## src/rtl/if_fetch_queue.sv

```systemverilog
// ============================================================================
//  Module   : if_fetch_queue
//  Purpose  : Instruction-fetch front end: drives the fetch PC to the memory
//             controller, tag-matches responses and queues them for decode.
//  Options  : IF_BYPASS_EN - empty-queue responses go straight to decode.
//  Revision : 1.0 - initial release
// ============================================================================
`default_nettype none

module if_fetch_queue #(
    parameter int          DEPTH    = 4,
    parameter logic [31:0] PC_RESET = 32'h0
) (
    input  logic        clk,
    input  logic        rst,
    input  logic        rdy_in,
    input  logic        pc_done,
    input  logic [31:0] inst_i,
    input  logic [31:0] inst_pc_i,
    output logic [31:0] pc_o,
    input  logic        branch_en,
    input  logic [31:0] branch_target,
    input  logic        id_ready,
    output logic        if_valid,
    output logic [31:0] if_inst,
    output logic [31:0] if_pc,
    output logic        q_full
);

    localparam int         AW       = $clog2(DEPTH);
    localparam logic [AW:0] CNT_FULL = (AW + 1)'(DEPTH);

    logic [31:0]   fetch_pc_q, fetch_pc_d;
    logic [AW-1:0] rd_ptr_q,   rd_ptr_d;
    logic [AW-1:0] wr_ptr_q,   wr_ptr_d;
    logic [AW:0]   count_q,    count_d;

    logic [31:0]   mem_pc_q   [DEPTH];
    logic [31:0]   mem_inst_q [DEPTH];

    logic          head_valid;
    logic          redirect;
    logic          tag_hit;
    logic          pop;
    logic          accept;
    logic          bypass;
    logic          push;

    assign head_valid = (count_q != '0);
    assign redirect   = rdy_in && branch_en;
    assign tag_hit    = pc_done && (inst_pc_i == fetch_pc_q);
    assign pop        = rdy_in && !branch_en && head_valid && id_ready;
    assign accept     = rdy_in && !branch_en && tag_hit
                        && ((count_q < CNT_FULL) || pop);

`ifdef IF_BYPASS_EN
    // An empty queue with decode ready hands the response over directly.
    assign bypass     = accept && !head_valid && id_ready;
`else
    assign bypass     = 1'b0;
`endif

    assign push       = accept && !bypass;

    always_comb begin
        fetch_pc_d = fetch_pc_q;
        rd_ptr_d   = rd_ptr_q;
        wr_ptr_d   = wr_ptr_q;
        count_d    = count_q;
        if (redirect) begin
            // Queue is flushed by collapsing the read pointer onto the write pointer.
            fetch_pc_d = branch_target;
            rd_ptr_d   = wr_ptr_q;
            count_d    = '0;
        end else begin
            if (accept) begin
                fetch_pc_d = fetch_pc_q + 32'd4;
            end
            if (push) begin
                wr_ptr_d = wr_ptr_q + 1'b1;
            end
            if (pop) begin
                rd_ptr_d = rd_ptr_q + 1'b1;
            end
            case ({push, pop})
                2'b10:   count_d = count_q + 1'b1;
                2'b01:   count_d = count_q - 1'b1;
                default: count_d = count_q;
            endcase
        end
    end

    always_ff @(posedge clk or posedge rst) begin
        if (rst) begin
            fetch_pc_q <= PC_RESET;
            rd_ptr_q   <= '0;
            wr_ptr_q   <= '0;
            count_q    <= '0;
        end else begin
            fetch_pc_q <= fetch_pc_d;
            rd_ptr_q   <= rd_ptr_d;
            wr_ptr_q   <= wr_ptr_d;
            count_q    <= count_d;
        end
    end

    always_ff @(posedge clk) begin
        if (push) begin
            mem_pc_q[wr_ptr_q]   <= fetch_pc_q;
            mem_inst_q[wr_ptr_q] <= inst_i;
        end
    end

    always_comb begin
        if_valid = head_valid;
        if_inst  = head_valid ? mem_inst_q[rd_ptr_q] : 32'h0;
        if_pc    = head_valid ? mem_pc_q[rd_ptr_q]   : 32'h0;
        if (bypass) begin
            if_valid = 1'b1;
            if_inst  = inst_i;
            if_pc    = fetch_pc_q;
        end
    end

    assign pc_o   = fetch_pc_q;
    assign q_full = (count_q == CNT_FULL);

endmodule

`default_nettype wire
```

## config.mk

```make
export PLATFORM = sky130hd
export DESIGN_NAME = if_fetch_queue
export DESIGN_NICKNAME = d
export VERILOG_FILES = /design/src/rtl/if_fetch_queue.sv
export SDC_FILE = /design/constraint.sdc
export NUM_CORES = 1
export LEC_CHECK = 0
export ABC_AREA = 1
export CAP_MARGIN = 30
export CORE_MARGIN = 10
export CORE_UTILIZATION = 55
export DETAILED_ROUTE_END_ITERATION = 6
export PLACE_DENSITY = 0.81
export RECOVER_POWER = 100
export SYNTH_ARGS = -nofsm -noshare
export SYNTH_HDL_FRONTEND = slang
export SYNTH_SLANG_ARGS = --single-unit
```

## constraint.sdc

```tcl
create_clock -name clk -period 7.1 [get_ports clk]
set_input_delay 1.42 -clock clk [delete_from_list [all_inputs] [get_ports clk]]
set_output_delay 1.42 -clock clk [all_outputs]
set_load 0.02 [all_outputs]
```

=== After elaboration in Yosys (flattened, before gate mapping) ===
Memory sizes are Yosys's and may differ from the RTL's.
Cells that the tools add are included.

* $add $sub $neg: 5
* Reductions and logical operators: 14
* Equal/unequal tests: 4
* Bitwise operators: 1
* Multiplexer cells: 10
* $lt $le $gt $ge: 1

{| class="wikitable"
|+ Operators with widths
! operator !! count
|-
| two-way mux 32 bit || 4
|-
| adder 32 x 3 -> 32 bit, second input constant || 1
|-
| == test 32 bit || 1
|-
| logical AND 1 bit || 7
|-
| one-hot mux 3 bit (2 select lines) || 1
|-
| nonzero test 3 bit || 2
|-
| adder 2 x 1 -> 2 bit, second input constant || 2
|-
| two-way mux 2 bit || 2
|-
| nonzero test 2 bit || 2
|-
| adder 3 x 1 -> 3 bit, second input constant || 1
|-
| == test 3 bit, second input constant || 1
|-
| < comparator 3 bit, second input constant || 1
|-
| two-way mux 3 bit || 1
|-
| subtractor 3 x 1 -> 3 bit, second input constant || 1
|-
| == test 2 x 1 -> 1 bit, second input constant || 1
|-
| == test 2 bit, second input constant || 1
|-
| two-way mux 1 bit || 2
|-
| AND reduction 2 bit || 1
|-
| logical NOT 1 bit || 1
|-
| logical OR 1 bit || 1
|-
| inverter 1 bit || 1
|}

* Word-level logic and storage cells: 41
* Flip-flop bits (word level): 39
* Memories kept: 2
* Output and inout port bits: 98
* RAM bits: 256
* Input bits: 102

{| class="wikitable"
|+ Memory list
! memory !! words !! width !! rd ports !! clocked after memory_dff !! write ports !! RTL line !! text
|-
| mem_inst_q || 4 || 32 || 1 || 0 || 1 || 39 || <nowiki>logic [31:0] mem_inst_q [DEPTH];</nowiki>
|-
| mem_pc_q || 4 || 32 || 1 || 0 || 1 || 38 || <nowiki>logic [31:0] mem_pc_q [DEPTH];</nowiki>
|}

=== Depth between registers and ports, before layout ===
* Depth after elaboration: 9
* Gate-level depth with buffers: 16
* Gate-level depth less buffers: 16

=== Least setup slack after synthesis ===
Ideal clock, no wire load.

* Kind: input to register
* Start point: in branch_en
* End point: mem mem_inst_q[0][0] (enable)
* Path buffers: 1
* Library setup time: 0.486 ns
* Arrival time: 4.911 ns
* Slack: 1.703 ns
* Stages: 10
* Required time: 6.614 ns
* Cell sequence: inv_1 nand2_1 nor2_1 nand2_1 nor2_1 nand2_1 nor2_1 nand3_2 buf_2 nor2_1

* Cells in the longest elaborated chain, start to end: 8
* Elaborated cells on any way between the ends: 9
* Those cells by class: mux (2); reduce/logical (7)

{| class="wikitable"
|+ Ends and longest elaborated chain
! what !! RTL line !! text
|-
| from (decl) || 21 || <nowiki>input logic branch_en,</nowiki>
|-
| logical NOT 1 bit * || 52, 53 ||
|-
| logical AND 1 bit * || 52, 53 ||
|-
| logical AND 1 bit (2 in series) || 52 || <nowiki>assign pop = rdy_in && !branch_en && head_valid && id_ready;</nowiki>
|-
| logical OR 1 bit || 54 || <nowiki>&& ((count_q < CNT_FULL) || pop);</nowiki>
|-
| logical AND 1 bit * || 54 ||
|-
| two-way mux 1 bit * || 108 || <nowiki>if (push) begin</nowiki>
|-
| two-way mux 1 bit (not written as such) * || 110 || <nowiki>mem_inst_q[wr_ptr_q] <= inst_i;</nowiki>
|-
| to (decl) || 39 ||
|}

Mark *: on every way between the ends. The rest lies on a longest branch, timed or not.

=== Worst setup path in the final report ===
* Start point: in inst_pc_i[5]
* End point: mem mem_pc_q[0][20] (enable)

* Cells in the longest elaborated chain, start to end: 6

{| class="wikitable"
|+ Ends and longest elaborated chain
! what !! RTL line !! text
|-
| from (decl) || 19 || <nowiki>input logic [31:0] inst_pc_i,</nowiki>
|-
| == test 32 bit || 51 || <nowiki>assign tag_hit = pc_done && (inst_pc_i == fetch_pc_q);</nowiki>
|-
| logical AND 1 bit || 51 ||
|-
| logical AND 1 bit || 53 || <nowiki>assign accept = rdy_in && !branch_en && tag_hit</nowiki>
|-
| logical AND 1 bit || 54 ||
|-
| two-way mux 1 bit || 108 ||
|-
| two-way mux 1 bit (not written as such) || 109 || <nowiki>mem_pc_q[wr_ptr_q] <= fetch_pc_q;</nowiki>
|-
| to (decl) || 38 ||
|}

No other way between the ends.

==> reports/metrics.yaml <==
status: "finished, violations left"
violations: "design-rule violations, max-capacitance violations, max-slew violations"
crit_arrival_ns: 5.77
fin_ws_ns: 1.488
grt_antenna_before_repair: 1
worst_pin_slew_ns: 2.701
yosys_register_bits: 295
die_h_um: 174.6
areaGrowthSynthToFinish_pct: 22.68
io_buffers: 199
maxSlewHeadroom: -0.8075
synth_cell_type_count: 36
p_leak_nw: 6.116
hpwl_mm: 22.53
met3_usage: 0.04980
final_antenna_net_count: 0
worstPathRequired_ns: 7.26
worstSetupStartpoint: "inst_pc_i[5]"
yosysTopAreaCell: "edfxtp_1"
yosysTopAreaCellShare: 0.5845
hold_violations: 0
max_freq_mhz: 178.2
fin_worst_skew_ns: 0.01410
cts_tree: "yes"
crit_fanout: 35
vias: 9915
antenna_cells: 0
intPower_mw: 2.880
hp-class: "reg -> reg"
reg2regPathDepth: 8
yosysMostFrequentCell: "nor2_1"
combPwrFrac: 0.134
hold_slack_ns: 0.5825
drv_slew: 173
met1_usage: 0.2935
post_cts_resized: 0
top_usage_layer: "met2"
synthArstFlopShare: 0.1322
rsz0062_at_grt: "false"
final.setup.tns_ns: 0
io_pins: 200
ys.flop_type: "edfxtp_1"
syn_area_per_cell_um2: 10.23
setup_viol: 0
grt_start_max_net_pins: 89
grt_usage: 0.2183
swShare: 0.2613
yosysSeqAreaShare: 0.6587
clk_latency_ns: 0.53
cts.clk_slew.worst_paths_ns: 0.06
grt.overflow.total: 0
dp.cells: 1755
syn_inst: 1285
totalWireLength_mm: 34.18
gp_congestion: 1.024
cts_max_level: 1
vdd_drop_max_mv: 0.1534
min_period_over_period: 0.7904
critical_path_class: "in -> reg"
initial_utilization: 0.5603
r2r_setup_slack_ns: 2.20
p_clk_frac: 0.335
std_cell_rows: 56
nNetsFinal: 1573
synth_commonest_cells: "nor2_1, edfxtp_1, nand2_1"
cts_root_buf: "clkbuf_16"
period_needed_ns: 5.612
fin_cells: 1800
clk_path_buf_depth: 3
synth_edf_count: 256
ys_warn_count: 0
grt_pass1_vias: 9703
drcViolationCount: 4
cts_sinks: 295
drt-initial-drc-count: 976
core_area_um2: 23470
crit_path_end: "mem_pc_q[0][20]$_DFFE_PP_"
pre_cts_ws_ns: 2.322
power.density_nw_per_um2: 241.6
firstDrtPassIters: 7
grt_pass1_wl_mm: 53.61
r2r-end: "mem_pc_q[0][20]$_DFFE_PP_"
critPathLaunchType: "primary input"
die-area_um2: 30500
r2r_start: "pc_o[6]$_DFFE_PP0P_"
synth.cell_area_um2: 13150
power_mw: 3.899
drt-wirelength-per-cell_um: 18.99
numCtsBuffers: 27
fp.dieW_um: 174.6
drt-vias-per-instance: 5.508
maxCapViolations: 6
drive_above_1_share: 0.04321
cts_hold_buffers: 0
synth_nets: 1393
power_frac_seq: 0.531
cts_setup_buffers: 0
setup.worst_path.end_class: "register"
met2_usage: 0.3478
synth_area_leaders: "edfxtp_1, nor2_1, dfrtp_1"
p_sw_mw: 1.019
-- cell type report --
class	count	area (um2)
timing repair buffer	213	2113
inverter	78	294.0
multi-input combinational	850	3880
fill	1719	7338
sequential	295	8668
clock inverter	13	85.08
tap	319	399.1
clock buffer	32	694.4
-- power groups by stage --
stage / logic [mW] / clock network, mW / registers, mW
detailed placement: 0.542 / 0 / 2.10
CTS: 0.547 / 1.32 / 2.07
finish: 0.524 / 1.31 / 2.07
global route: 0.582 / 1.38 / 2.08
floorplan: 0.299 / 0 / 2.08
global placement: 0.525 / 0 / 2.10
-- cells by family after synthesis --
logic type | share of synthesized area
AO/OA/AOI/OAI | 0.09438
adder cells (fa/ha/maj) | 0.006279
AND/OR/NAND/NOR | 0.1710
multiplexers | 0.0007611
buffers and inverters | 0.04357
flip-flops | 0.6587
XOR/XNOR | 0.02531
-- critical path: stages --
cell and delay, ns:
dlygate4sd3_1 0.53, inv_1 0.05, nand2_1 0.05, nand2_1 0.05, inv_1 0.08, nand2_1 0.07, nor2_1 0.09, nand2_1 0.07
nor2_1 0.13, nand3_1 0.39, nor2_1 2.14, buf_4 0.70
-- how the worst min path moves through the flow --
stage | startpoint | to | depth (start not counted)
after floorplan | wr_ptr_q[1]$_DFFE_PP0P_ | wr_ptr_q[1]$_DFFE_PP0P_ | 2
after global placement | wr_ptr_q[1]$_DFFE_PP0P_ | wr_ptr_q[1]$_DFFE_PP0P_ | 2
after detailed placement | wr_ptr_q[1]$_DFFE_PP0P_ | wr_ptr_q[1]$_DFFE_PP0P_ | 2
after CTS | wr_ptr_q[1]$_DFFE_PP0P_ | wr_ptr_q[1]$_DFFE_PP0P_ | 2
after global routing | count_q[0]$_DFFE_PP0P_ | count_q[0]$_DFFE_PP0P_ | 2
final | wr_ptr_q[1]$_DFFE_PP0P_ | wr_ptr_q[1]$_DFFE_PP0P_ | 2
-- layer usage --
| layer | part of all wire | vias up |
|---|---|---|
| met1 | 0.41 | 4672 |
| li1 | - | 4690 |
| met3 | 0.092 | 72 |
| met2 | 0.47 | 481 |
| met4 | 0.026 | 0 |
| met5 | 0 | - |
-- flip-flops by register name, summed over array words and instances (netlist names) --
signal and flops:
count_q 3, mem_inst_q 128, mem_pc_q 128, pc_o 32, rd_ptr_q 2, wr_ptr_q 2
-- placed cells by master (no fill, tap or decap), drive strengths merged --
cell type,Yosys,routed
nand2,211,211
nor3b,1,1
o22ai,1,1
clkbuf,38,37
mux2i,1,1
o21ai,170,170
nor2,301,301
ha,5,5
nor3,16,16
or2,1,1
dlygate4sd3,0,130
xor2,24,24
clkdlybuf4s50,0,69
edfxtp,256,256
bufinv,0,1
dfrtp,39,39
nor4,1,1
a21oi,67,67
nand3b,2,2
inv,76,75
clkinvlp,0,1
xnor2,14,14
a21boi,2,2
nand4,12,12
clkinv,2,14
nand3,20,20
buf,24,9
fa,1,1
-- metrics by stage --
stage	cell area (um2)	util
finish	16130	0.6874
global route	16130	0.6874
CTS	16220	0.6910
detailed placement	15440	0.6578
global placement	15390	0.6558
floorplan	13150	-
No activity file was read; power rests on OpenSTA's default activity.
